===== src/rtl/seg_scan_ctrl.sv =====
// ---------------------------------------------------------------------------
// seg_scan_ctrl
//    Time-multiplexed scan controller for N_DIG seven-segment digits sharing
//    one decoder. Each digit is driven for SHOW_CYC cycles, followed by
//    BLANK_CYC all-off cycles to avoid ghosting. Writes land in a shadow bank
//    that is copied to the displayed (active) bank once per frame, so a frame
//    never shows a half-updated number.
//
// Ports
//    clk        : single clock, all state on rising edge
//    rst        : asynchronous active-high reset
//    en         : scan enable (0 returns to IDLE)
//    lz_en      : leading-zero suppression enable
//    wr_valid   : digit write request
//    wr_ready   : write accepted when wr_valid && wr_ready
//    wr_idx     : target digit, 0 = rightmost, >= N_DIG ignored
//    wr_val     : hex value for the digit
//    wr_off     : 1 = digit blanked
//    dig_b      : value to the shared decoder
//    dig_off    : decoder blank input
//    an         : active-low digit enables, at most one low
//    frame_done : one-cycle pulse at the start of each new frame
// ---------------------------------------------------------------------------
module seg_scan_ctrl #(
   parameter int N_DIG     = 8,
   parameter int SHOW_CYC  = 1000,
   parameter int BLANK_CYC = 16
) (
   input  logic             clk,
   input  logic             rst,
   input  logic             en,
   input  logic             lz_en,
   input  logic             wr_valid,
   output logic             wr_ready,
   input  logic [2:0]       wr_idx,
   input  logic [3:0]       wr_val,
   input  logic             wr_off,
   output logic [3:0]       dig_b,
   output logic             dig_off,
   output logic [N_DIG-1:0] an,
   output logic             frame_done
);

   localparam int MAXC = (SHOW_CYC > BLANK_CYC) ? SHOW_CYC : BLANK_CYC;
   localparam int CW   = $clog2(MAXC + 1);
   localparam logic [CW-1:0] SHOW_LAST  = CW'(SHOW_CYC - 1);
   localparam logic [CW-1:0] BLANK_LAST = CW'(BLANK_CYC - 1);
   localparam logic [2:0]    IDX_LAST   = 3'(N_DIG - 1);
   localparam logic [3:0]    NDIG4      = 4'(N_DIG);

   typedef enum logic [1:0] {IDLE, SHOW, BLANK} state_t;

   state_t           r_state;
   logic [CW-1:0]    r_cnt;
   logic [2:0]       r_idx;
   logic [3:0]       r_shVal [N_DIG];
   logic [N_DIG-1:0] r_shOff;
   logic [3:0]       r_acVal [N_DIG];
   logic [N_DIG-1:0] r_acOff;
   logic [N_DIG-1:0] r_an;
   logic [3:0]       r_digB;
   logic             r_digOff;
   logic             r_frameDone;

   logic             w_commit;
   logic             w_wrHit;
   logic [3:0]       w_shValNext [N_DIG];
   logic [N_DIG-1:0] w_shOffNext;
   logic [3:0]       w_acValNext [N_DIG];
   logic [N_DIG-1:0] w_acOffNext;
   state_t           w_stateNext;
   logic [CW-1:0]    w_cntNext;
   logic [2:0]       w_idxNext;
   logic             w_acLoad;
   logic             w_fdNext;
   logic [N_DIG-1:0] w_lead;
   logic             w_run;
   logic             w_supp;

   // The commit cycle is the last blank cycle after the final digit; writes
   // are stalled there so the copy into the active bank is never racing one.
   always_comb begin
      w_commit = (r_state == BLANK) && (r_cnt == BLANK_LAST) && (r_idx == IDX_LAST);
      wr_ready = ~w_commit;
      w_wrHit  = wr_valid && wr_ready && ({1'b0, wr_idx} < NDIG4);
   end

   // Shadow bank as it will be after this cycle's write. Anything that loads
   // the active bank takes this value, so an IDLE write reaches both banks
   // and a write alongside a disable is not lost.
   always_comb begin
      for (int i = 0; i < N_DIG; i++) begin
         w_shValNext[i] = r_shVal[i];
      end
      w_shOffNext = r_shOff;
      if (w_wrHit) begin
         w_shValNext[wr_idx] = wr_val;
         w_shOffNext[wr_idx] = wr_off;
      end
   end

   // Scan sequencing: IDLE -> SHOW(idx) -> BLANK -> SHOW(idx+1) ..., with
   // the active bank reloaded on frame wrap, on entry from IDLE and on disable.
   always_comb begin
      w_stateNext = r_state;
      w_cntNext   = r_cnt;
      w_idxNext   = r_idx;
      w_acLoad    = 1'b0;
      w_fdNext    = 1'b0;
      if (!en) begin
         w_stateNext = IDLE;
         w_cntNext   = '0;
         w_idxNext   = '0;
         w_acLoad    = 1'b1;
      end else begin
         case (r_state)
            IDLE: begin
               w_stateNext = SHOW;
               w_cntNext   = '0;
               w_idxNext   = '0;
               w_acLoad    = 1'b1;
            end
            SHOW: begin
               if (r_cnt == SHOW_LAST) begin
                  w_stateNext = BLANK;
                  w_cntNext   = '0;
               end else begin
                  w_cntNext = r_cnt + 1'b1;
               end
            end
            BLANK: begin
               if (r_cnt == BLANK_LAST) begin
                  w_stateNext = SHOW;
                  w_cntNext   = '0;
                  if (r_idx == IDX_LAST) begin
                     w_idxNext = '0;
                     w_acLoad  = 1'b1;
                     w_fdNext  = 1'b1;
                  end else begin
                     w_idxNext = r_idx + 1'b1;
                  end
               end else begin
                  w_cntNext = r_cnt + 1'b1;
               end
            end
            default: begin
               w_stateNext = IDLE;
               w_cntNext   = '0;
               w_idxNext   = '0;
            end
         endcase
      end
   end

   // Active bank next value and leading-zero detection on it. w_lead[i] is
   // set when digit i and every digit to its left are zero or blanked.
   always_comb begin
      for (int i = 0; i < N_DIG; i++) begin
         w_acValNext[i] = w_acLoad ? w_shValNext[i] : r_acVal[i];
      end
      w_acOffNext = w_acLoad ? w_shOffNext : r_acOff;
      w_run  = 1'b1;
      w_lead = '0;
      for (int i = N_DIG - 1; i >= 0; i--) begin
         w_run     = w_run && ((w_acValNext[i] == 4'd0) || w_acOffNext[i]);
         w_lead[i] = w_run;
      end
      w_supp = lz_en && (w_idxNext != 3'd0) && w_lead[w_idxNext];
   end

   // All state and outputs. Outputs are computed from next-state so they
   // line up with the state they describe and carry no input-to-output path.
   always_ff @(posedge clk or posedge rst) begin
      if (rst) begin
         r_state     <= IDLE;
         r_cnt       <= '0;
         r_idx       <= '0;
         for (int i = 0; i < N_DIG; i++) begin
            r_shVal[i] <= 4'd0;
            r_acVal[i] <= 4'd0;
         end
         r_shOff     <= '1;
         r_acOff     <= '1;
         r_an        <= '1;
         r_digB      <= 4'd0;
         r_digOff    <= 1'b1;
         r_frameDone <= 1'b0;
      end else begin
         r_state <= w_stateNext;
         r_cnt   <= w_cntNext;
         r_idx   <= w_idxNext;
         for (int i = 0; i < N_DIG; i++) begin
            r_shVal[i] <= w_shValNext[i];
            r_acVal[i] <= w_acValNext[i];
         end
         r_shOff     <= w_shOffNext;
         r_acOff     <= w_acOffNext;
         r_frameDone <= w_fdNext;
         if (w_stateNext == SHOW) begin
            r_an     <= ~(N_DIG'(1) << w_idxNext);
            r_digB   <= w_acValNext[w_idxNext];
            r_digOff <= w_acOffNext[w_idxNext] | w_supp;
         end else begin
            r_an     <= '1;
            r_digB   <= 4'd0;
            r_digOff <= 1'b1;
         end
      end
   end

   assign an         = r_an;
   assign dig_b      = r_digB;
   assign dig_off    = r_digOff;
   assign frame_done = r_frameDone;

endmodule


===== config.mk =====
export PLATFORM = sky130hd
export DESIGN_NAME = seg_scan_ctrl
export DESIGN_NICKNAME = d
export VERILOG_FILES = /design/src/rtl/seg_scan_ctrl.sv
export SDC_FILE = /design/constraint.sdc
export NUM_CORES = 1
export LEC_CHECK = 0
export ABC_CLOCK_PERIOD_IN_PS = 4600
export CAP_MARGIN = 20
export CORE_UTILIZATION = 29
export CTS_CLUSTER_SIZE = 14
export DETAILED_ROUTE_END_ITERATION = 7
export REMOVE_ABC_BUFFERS = 1
export SETUP_SLACK_MARGIN = 0.05
export SLEW_MARGIN = 20
export SYNTH_ARGS = -nofsm -noshare
export SYNTH_HDL_FRONTEND = slang
export SYNTH_SLANG_ARGS = --single-unit

===== constraint.sdc =====
create_clock -name clk -period 4.6 [get_ports clk]
set_clock_uncertainty 0.05 [all_clocks]
set_input_delay 0.92 -clock clk [delete_from_list [all_inputs] [get_ports clk]]
set_output_delay 0.92 -clock clk [all_outputs]
set_load 0.005 [all_outputs]

# Yosys cells after proc, flatten, opt, wreduce, memory -nomap -nowiden
# Index checks and enable logic that the tools add are counted.
[op_classes]
n_addsub = 2
n_eq_ne = 6
n_lt_le_gt_ge = 6
shift = 1
reduce_logical = 32
bitwise_logic = 5
mux = 45
[ops]
columns = ["cell", "n"]
rows = [
  ["two-way mux 4 bit", 12],
  ["bitwise mux 32 bit", 1],
  ["logical NOT 4 bit", 8],
  ["two-way mux 32 bit", 1],
  ["two-way mux 10 bit", 3],
  ["two-way mux 8 bit", 3],
  ["one-hot mux 10 bit (2 select lines)", 1],
  ["logical AND 1 bit", 14],
  ["binary-select mux 4 bit (select 3 bit)", 1],
  ["demux 4 bit (select 3 bit)", 1],
  ["adder 10 x 1 -> 10 bit (second input constant)", 1],
  ["== test 10 bit (second input constant)", 1],
  ["== test 10 x 4 -> 1 bit (second input constant)", 1],
  ["two-way mux 1 bit", 9],
  ["two-way mux 3 bit", 3],
  ["bitwise mux 8 bit", 1],
  ["greater-or-equal comparator 4 bit (second input constant)", 2],
  ["logical OR 1 bit", 8],
  ["less-than comparator 3 x 4 -> 1 bit (second input constant)", 2],
  ["inverter 3 -> 4 bit", 2],
  ["inverter 8 bit", 1],
  ["<< shifter 1 x 3 -> 8 bit (first input constant)", 1],
  ["binary-select mux 1 bit (select 3 bit)", 2],
  ["two-way mux 2 bit", 3],
  ["other kinds (14)", 15],
]
[word_totals]
inputBits = 13
reg_bits = 109
wordCells = 122
output_inout_bits = 15

# Logic depth before layout (Yosys ltp)
[depth]
ltp_word = 22
ltp_mapped = 15
mapped_depth_nobuf = 12

# Least setup slack after synthesis
# OpenSTA, ideal clock, no wires.
[synth_path]
path_type = "input -> register"
from = "input wr_idx[1]"
to = "register r_digOff (netlist: dig_off)"
setup_slack_ps = 1494
arrival_ps = 2959
required_time_ps = 4453
n_path_buf = 1
cell_stages = 8
setup_ps = 97
cell_sequence = "clkbuf_1 > nor3b_2 > nand2_1 > mux2_1 > mux2_2 > o311ai_0 > nand4_1 > o41ai_2"
[synth_rtl]
columns = ["item", "line_no", "text"]
rows = [
  ["from (decl)", "35", "input logic [2:0] wr_idx,"],
  ["to (signal assigned)", "202", "r_digOff <= w_acOffNext[w_idxNext] | w_supp;"],
  ["to (decl)", "62", "logic r_digOff;"],
]

==> results.json <==
{
  "drc": 0,
  "p_per_area_nw_per_um2": 391.9,
  "via_per_inst": 5.359,
  "antenna_found_initial": 0,
  "yosysSeqAreaShare": 0.5263,
  "synthSimpleGateAreaFrac": 0.1766,
  "gr-usage-all-layers": 0.1589,
  "num_antenna_cells": 0,
  "status": "complete, no violations",
  "finalCritPeriodShare": 0.7913,
  "fmax_mhz": 274.7,
  "routedWlPerCell_um": 18.23,
  "rrSetupSlack_ps": 1140,
  "grt_pass1_vias": 3993,
  "fin_setup_tns_ps": 0,
  "rows": 48,
  "final_util": 0.3479,
  "rsz0062_at_grt": "false",
  "critical_path_class": "in2reg",
  "synth_compound_area_frac": 0.1558,
  "critPathBufInv": 2,
  "io-pin-count": 28,
  "die_x_um": 136.5,
  "synth_top_area_cell": "dfrtp_1",
  "critPathRequiredTime_ps": 4810,
  "arrival_ps": 3850,
  "coreArea_um2": 17480,
  "synth_edf_count": 0,
  "area_delta_synth_final_pct": 15.99,
  "wl_um": 13940,
  "synthCells": 512,
  "synth_mux_area_frac": 0.07184,
  "synthTopCellsByArea": "dfrtp_1 (40%), dfstp_2 (13%), mux2_2 (5.2%)",
  "critPathLaunchType": "input port",
  "place_congestion": 0.8519,
  "hold_class": "reg2reg",
  "hold_end": "r_cnt[0]",
  "layout-drive-gt1-share": 0.1778,
  "r2r_cells": 11,
  "vias": 4100,
  "synth_common_cells": "dfrtp_1 (84), nand2_1 (54), nor2_1 (30), o21ai_0 (29), dfstp_2 (25)",
  "cp_slowest_cell": "clkdlybuf4s50_1",
  "dp_hpwl_um": 10070,
  "drt_pass1_iterations": 5,
  "tightestPinTransition_ps": 845.2,
  "hold_violations": 0,
  "ctsResizeCount": 0,
  "post-route-cell-area_um2": 6081,
  "setup_violations": 0,
  "finalNetCount": 555,
  "grt_max_degree": 85,
  "cts.sinks": 109,
  "synth-seq-cells": 109,
  "crit_fanout": 15,
  "synth_fa_ha_area_frac": 0.01671,
  "relSlewSlack": 0.4366,
  "ir_worst_vdd_mv": 0.1815,
  "ys_warn_count": 0,
  "cts_tree": "done",
  "hold_ws_ps": 399.9,
  "die_y_um": 136.5,
  "synth_ff_type": "dfrtp_1",
  "synth_top_family_by_area": "simple AND/OR/NAND/NOR gates",
  "synth_xor_area_frac": 0.01337,
  "clockBufferDepth": 2,
  "cap_violations": 0,
  "cts_setup_buffers": 0,
  "dp_cells": 749,
  "cts.clk_slew.worst_paths_ps": 70,
  "slew_viol_final": 0,
  "place_area_um2": 5776,
  "yosys.cell_types.count": 70,
  "cp_top_family": "simple AND/OR/NAND/NOR gates",
  "slowest_delay_ps": 590,
  "rr_startpoint": "r_idx[0]",
  "ant_nets": 0,
  "synth.most_common_cell": "dfrtp_1",
  "drt_iter0_drc": 321,
  "root_buffer": "clkbuf_16",
  "cts_inserted_buffers": 9,
  "hold_buffers": 0,
  "start_util": 0.3000,
  "floorplan.die_area_um2": 18620,
  "port_buffers": 27,
  "crit_chain": "clkdlybuf4s50_1 > nor2b_1 > nand2_2 > buf_4 > mux2_2 > o41ai_1 > nand4_1 > o41ai_2",
  "min_from": "r_cnt[0]",
  "postSynthAreaPerCell_um2": 10.24,
  "ys_async_sr_fraction": 1.000,
  "synth_top_area_share": 0.4010,
  "period_minus_slack_ps": 3640,
  "insertion_delay_ps": 360,
  "leakage_nw": 2.539,
  "syn_area_um2": 5243,
  "grt_pass1_wl_um": 22180,
  "regToRegEndpoint": "dig_off",
  "cts.htree.levels": 3,
  "crit_cells": 8,
  "end_kind": "flop",
  "grt_overflow": 0,
  "holdPathStages": 1,
  "fin_cells": 765
}
-- how the worst max path moves through the flow --
stage	from	endpoint
after floorplan	r_state[0]	dig_off
after global placement	en	dig_off
after detailed placement	en	dig_off
after CTS	en	dig_off
after global routing	en	dig_off
final	en	dig_off
-- stage by stage --
step / setup WS [ps] / total power [mW]
after floorplan: 512.9 / 1.459
after global placement: 714.8 / 1.599
after detailed placement: 607.8 / 1.611
after CTS: 986.7 / 2.405
after global routing: 718.2 / 2.499
final: 960.0 / 2.383
-- cell type report --
cell class / count / area [um2]
flip-flops and latches: 109 / 2759
clock inverters: 5 / 60.06
fillers: 1764 / 11400
repair buffers: 40 / 367.9
inverters: 21 / 86.33
multi-input cells: 354 / 2283
clock buffers: 11 / 242.7
well taps: 225 / 281.5
-- power breakdown --
part	internal [mW]	switching (mW)	total (mW)
sequential	1.13	0.0417	1.17
combinational	0.175	0.253	0.428
clock	0.438	0.347	0.785
total	1.74	0.642	2.38
-- cell families after synthesis --
logic type / Yosys count
AO/OA/AOI/OAI: 123
XOR/XNOR: 8
adder cells (fa/ha/maj): 7
buffers and inverters: 49
flip-flops: 109
multiplexers: 33
AND/OR/NAND/NOR: 183
-- metal layers --
layer,global-route usage,share of wire,up-vias
li1,-,-,1894
met1,0.2283,0.48,2066
met2,0.2420,0.45,132
met3,0.03952,0.056,8
met4,0.02840,0.0058,0
met5,0,0,-
-- state kept, by name, indices dropped and copies added, names as in the netlist, 3 cells and up --
| register | cells |
|---|---|
| r_cnt | 10 |
| an | 8 |
| r_shVal | 32 |
| r_acOff | 8 |
| dig_b | 4 |
| r_idx | 3 |
| r_shOff | 8 |
| r_acVal | 32 |
-- cells in the final DEF (no fill, tap or decap), drive strengths merged, types with 6 or more instances in the layout --
master and count:
xnor2 6, ha 7, a21oi 17, nor2 31, dfstp 25, a31oi 22, nand2 55, o22ai 6
clkbuf 11, buf 13, dfrtp 84, nor4 6, o21ai 38, and3 6, clkdlybuf4s50 27, nand3 24
mux2 28, inv 21, nand2b 6, nor3 22
(Power assumes the default switching activity.)
